`config.mk`:
```
export PLATFORM = sky130hd
export DESIGN_NAME = rv32i_insn_encoder
export DESIGN_NICKNAME = d
export VERILOG_FILES = /design/src/rtl/rv32i_insn_encoder.sv
export SDC_FILE = /design/constraint.sdc
export NUM_CORES = 1
export LEC_CHECK = 0
export ABC_AREA = 1
export CORE_MARGIN = 2
export CORE_UTILIZATION = 30
export CTS_CLUSTER_DIAMETER = 30
export DETAILED_ROUTE_END_ITERATION = 16
export PLACE_DENSITY = 0.6
export SYNTH_ARGS = -nofsm -noshare
export SYNTH_HDL_FRONTEND = slang
export SYNTH_SLANG_ARGS = --single-unit
export TNS_END_PERCENT = 100
```
`constraint.sdc`:
```
create_clock -name clk -period 1.5 [get_ports clk]
set_input_delay 0.3 -clock clk [delete_from_list [all_inputs] [get_ports clk]]
set_output_delay 0.3 -clock clk [all_outputs]
set_load 0.005 [all_outputs]
```
`src/rtl/rv32i_insn_encoder.sv`:
```
// RV32I instruction encoder: packs field bundles into 32-bit words over a valid/ready
// stream, tags each word with its byte address and flags bad immediates.
module rv32i_insn_encoder #(
  parameter logic [31:0] BASE_ADDR = 32'h0000_0000,
  parameter int unsigned CNT_W     = 16
) (
  input  logic             clk,
  input  logic             rst_n,
  input  logic             in_valid,
  output logic             in_ready,
  input  logic [2:0]       in_fmt,
  input  logic [6:0]       in_opcode,
  input  logic [4:0]       in_rd,
  input  logic [4:0]       in_rs1,
  input  logic [4:0]       in_rs2,
  input  logic [2:0]       in_funct3,
  input  logic [6:0]       in_funct7,
  input  logic [31:0]      in_imm,
  input  logic             addr_load,
  input  logic [31:0]      addr_load_val,
  output logic             out_valid,
  input  logic             out_ready,
  output logic [31:0]      out_insn,
  output logic [31:0]      out_addr,
  output logic             out_err,
  output logic [CNT_W-1:0] insn_count,
  output logic [7:0]       err_count
);

  typedef enum logic [2:0] {
    FMT_R   = 3'd0,
    FMT_I   = 3'd1,
    FMT_ISH = 3'd2,
    FMT_S   = 3'd3,
    FMT_B   = 3'd4,
    FMT_U   = 3'd5,
    FMT_J   = 3'd6,
    FMT_ILL = 3'd7
  } fmt_e;

  fmt_e        w_fmt;
  logic [31:0] w_insn;
  logic        w_err;
  logic        w_hi11_ok;
  logic        w_hi12_ok;
  logic        w_hi20_ok;
  logic        w_accept;
  logic        w_handoff;
  logic [31:0] w_load_addr;
  logic [31:0] w_addr;

  logic             r_out_valid;
  logic [31:0]      r_out_insn;
  logic [31:0]      r_out_addr;
  logic             r_out_err;
  logic [31:0]      r_ptr;
  logic [CNT_W-1:0] r_insn_count;
  logic [7:0]       r_err_count;

  assign w_fmt = fmt_e'(in_fmt);

  // Sign-extension checks: the upper bits must all be copies of the field's top bit.
  assign w_hi11_ok = (&in_imm[31:11]) | ~(|in_imm[31:11]);
  assign w_hi12_ok = (&in_imm[31:12]) | ~(|in_imm[31:12]);
  assign w_hi20_ok = (&in_imm[31:20]) | ~(|in_imm[31:20]);

  always_comb begin
    w_insn = '0;
    w_err  = 1'b0;
    case (w_fmt)
      FMT_R: begin
        w_insn = {in_funct7, in_rs2, in_rs1, in_funct3, in_rd, in_opcode};
      end
      FMT_I: begin
        w_insn = {in_imm[11:0], in_rs1, in_funct3, in_rd, in_opcode};
        w_err  = ~w_hi11_ok;
      end
      FMT_ISH: begin
        w_insn = {in_funct7, in_imm[4:0], in_rs1, in_funct3, in_rd, in_opcode};
        w_err  = |in_imm[31:5];
      end
      FMT_S: begin
        w_insn = {in_imm[11:5], in_rs2, in_rs1, in_funct3, in_imm[4:0], in_opcode};
        w_err  = ~w_hi11_ok;
      end
      FMT_B: begin
        w_insn = {in_imm[12], in_imm[10:5], in_rs2, in_rs1, in_funct3,
                  in_imm[4:1], in_imm[11], in_opcode};
        w_err  = ~w_hi12_ok | in_imm[0];
      end
      FMT_U: begin
        w_insn = {in_imm[31:12], in_rd, in_opcode};
        w_err  = |in_imm[11:0];
      end
      FMT_J: begin
        w_insn = {in_imm[20], in_imm[10:1], in_imm[11], in_imm[19:12], in_rd, in_opcode};
        w_err  = ~w_hi20_ok | in_imm[0];
      end
      default: begin
        w_insn = '0;
        w_err  = 1'b1;
      end
    endcase
  end

  assign in_ready    = ~r_out_valid | out_ready;
  assign w_accept    = in_valid & in_ready;
  assign w_handoff   = r_out_valid & out_ready;
  assign w_load_addr = addr_load_val & 32'hFFFF_FFFC;
  assign w_addr      = addr_load ? w_load_addr : r_ptr;

  always_ff @(posedge clk or negedge rst_n) begin
    if (!rst_n) begin
      r_out_valid  <= 1'b0;
      r_out_insn   <= '0;
      r_out_addr   <= '0;
      r_out_err    <= 1'b0;
      r_ptr        <= BASE_ADDR;
      r_insn_count <= '0;
      r_err_count  <= '0;
    end else begin
      if (w_accept) begin
        r_out_valid <= 1'b1;
        r_out_insn  <= w_insn;
        r_out_addr  <= w_addr;
        r_out_err   <= w_err;
        r_ptr       <= w_addr + 32'd4;
      end else begin
        if (addr_load) r_ptr <= w_load_addr;
        if (w_handoff) r_out_valid <= 1'b0;
      end
      // Counters reflect the word leaving this cycle, not the one being loaded.
      if (w_handoff) begin
        r_insn_count <= r_insn_count + CNT_W'(1);
        if (r_out_err && (r_err_count != 8'hFF)) r_err_count <= r_err_count + 8'd1;
      end
    end
  end

  assign out_valid  = r_out_valid;
  assign out_insn   = r_out_insn;
  assign out_addr   = r_out_addr;
  assign out_err    = r_out_err;
  assign insn_count = r_insn_count;
  assign err_count  = r_err_count;

endmodule

```
==> metrics <==
status=finished, violations left; failing checks=setup timing; reg-to-reg critical path startpoint=err_count[1]; Nets=1374; Crit path max-delay family=simple AND/OR/NAND/NOR gates; WP buf/inv=1; worst vdd ir=0.000617 V; top-area cell type share of the netlist area=0.462; io pins=195; total core area=21800 µm²; Cells after Synth=900; synthesized cell area=6610 µm²; Synth cell types=39; Slew @ Worst Pin=452 ps; crit-path max cell delay=390 ps; Initial Util=0.304; Die Height=152 µm; WP data arrival=1890 ps; WS Path Type=flop to flop; Longest Clk Path Bufs=2; largest net degree at the start of global routing=41; minimum clock period=1550 ps; Hold Vio Cnt, Final=0; DR DRC count=0; power per cell area=1040 nW/µm²; Relative slew margins=0.699; CP max FO=5; CP Launch Type=flop; post-synthesis average cell area=7.35 µm²; setup violators final=13; Final period util=1.03; Vias/cell=4.54; Die W=152 µm; hpwl dp=16900 µm; Seq/Total Area, Yosys=0.462; post-synth top area cell=dfrtp_1; fmax=647 MHz; router iterations before antenna repair=5; final WL=22800 µm; GRT overflow=0; main area contributors after synthesis=dfrtp_1 46%, nand2_1 20%, nor2_1 5.6%, inv_1 4.9%, o21ai_0 3.8%; final slew viol count=0; Reg2Reg Capture Point=err_count[0]; Clock Skews=7.65 ps; num rows=54; Vias=7080; CP max stage cell=dfrtp_1; placed insts=1481; initial antenna violation count=1; clock sink count=122; RSZ-0062 raised after global routing=yes; Clock transition at path regs=60 ps; first-pass GRT wire length=36200 µm; CTS root buf=clkbuf_16; CTS tree=yes; die area=23300 µm²; Post-DRT Antenna Nets=0; R2R Setup Slk=-50 ps; worst r2r path cells=7; count of state elements after synthesis=122; Required @ worst endpoint=1840 ps; Crit path depth=7; Max Cap Viol=0; DRT iter0 DRCs=317; H-tree depth=4; share of cells above drive strength 1=0.280; Worst setup EP type=flop; Port-buffer cells=192; Synth-to-Final Area Change=72.4%; synth warn=0; Power, Total=11.8 mW; Hold/Removal Path Class=primary input to asynchronous set/reset pin; post-synth net total=1007; crit path cell chain=ha_4 > nand3_4 > nor3b_4 > nand3_2 > nand3_4 > buf_6 > xor2_1; Final WS setup=-45.0 ps; Non-Filler Instances=1561; CTS Buf Count=17; Crit path top cell by count=nand3_4; vias in the first global route=7090; worst skew pair latency=420 ps; Leak=5.83 nW; total track usage=0.194; routability-driven placement congestion ratio=0.904; wire per inst=14.6 µm
## layout make-up
| cell class | instances | area, µm² |
|---|---|---|
| Fill cell | 2089 | 10400 |
| Multi-Input combinational cell | 663 | 3720 |
| Timing Repair Buffer | 373 | 3300 |
| Sequential cell | 122 | 3050 |
| Clock buffer | 19 | 453 |
| Inverter | 90 | 355 |
| Tap cell | 280 | 350 |
| Clock inverter | 13 | 168 |
| Antenna cell | 1 | 2.50 |
## where the power goes
group | internal [mW] | switching, mW
Clock | 2.71 | 1.59
Sequential | 3.79 | 0.282
Combinational | 1.79 | 1.64
## per-layer routing
| layer | wire [µm] | GRT usage |
|---|---|---|
| met3 | 1460 | 0.0560 |
| met2 | 11300 | 0.332 |
| met4 | 477 | 0.0644 |
| met1 | 9610 | 0.235 |
| met5 | 0 | 0 |
## worst reg2reg max path, delay by kind of cell, from the launching register on
kind	cells	cell delay, ps
fa+ha+maj	1	170
flops	1	390
buf+inv	1	140
simple gates	4	620
xor+xnor	1	140
## placed cells by master (no fill, tap or decap), types with 9 or more instances in the layout
cell type and instances:
nor2_4 19, dfrtp_1 122, dlygate4sd2_1 87, buf_6 17, a21oi_1 17, clkdlybuf4s50_1 95, nand2_2 37, nor2_2 21
nor2_1 64, nand2_4 10, buf_4 159, clkbuf_16 17, xor2_1 26, nand3_2 11, inv_2 9, a21o_1 11
nand2_1 302, nand3_1 21, inv_1 78, o21ai_0 44, a31oi_1 10
## cells in the mapped netlist, drive strengths merged
master,instances
nor3,8
nor2,104
dfrtp,122
a22oi,3
inv,89
nand3,36
nor3b,1
a21oi,20
clkinv,1
a211oi,2
or2,2
and2,1
clkbuf,10
nand4,8
o22ai,2
a21o,11
o21ai,54
a31oi,11
ha,3
xor2,26
buf,15
nand3b,3
a22o,8
o31ai,1
nand2,350
xnor2,9
## how the worst max path moves through the flow
stage / endpoint / startpoint
after floorplan: insn_count[15] / out_valid
after global placement: r_ptr[20] / addr_load_val[3]
after detailed placement: r_ptr[15] / out_ready
after CTS: insn_count[1] / insn_count[1]
after global routing: r_ptr[27] / addr_load_val[5]
final: err_count[0] / err_count[1]
## cells by family after synthesis
| family | synth area share |
|---|---|
| buffers and inverters | 0.0715 |
| XOR/XNOR | 0.0463 |
| AO/OA/AOI/OAI | 0.100 |
| adder cells (fa/ha/maj) | 0.00568 |
| AND/OR/NAND/NOR | 0.314 |
| flip-flops | 0.462 |
## through the flow
| step | util | worst slack (ps) | TNS [ps] | cell area [µm²] | hold slack [ps] |
|---|---|---|---|---|---|
| floorplan | - | -4.46 | -4.46 | 6700 | 4.41 |
| finish | 0.524 | -45.0 | -235 | 11400 | 385 |
| CTS | 0.501 | -67.5 | -412 | 10900 | 392 |
| global route | 0.524 | -131 | -2710 | 11400 | 421 |
| global placement | 0.456 | -505 | -35910 | 9920 | 261 |
| detailed placement | 0.456 | -535 | -37880 | 9920 | 257 |
## flip-flops by register name, summed over array words and instances (netlist names)
register,count
out_insn,32
err_count,8
out_valid,1
out_addr,32
out_err,1
insn_count,16
r_ptr,32
## repair_timing
action | CTS | global route
setup endpoints to repair | 124 | 68
endpoints found under the hold margin | 34 | 0
pin swaps | 26 | 46
hold buffers | 1 | 0
resized for setup | 150 | 129
setup buffers | 38 | 9
(Power assumes the default switching activity.)
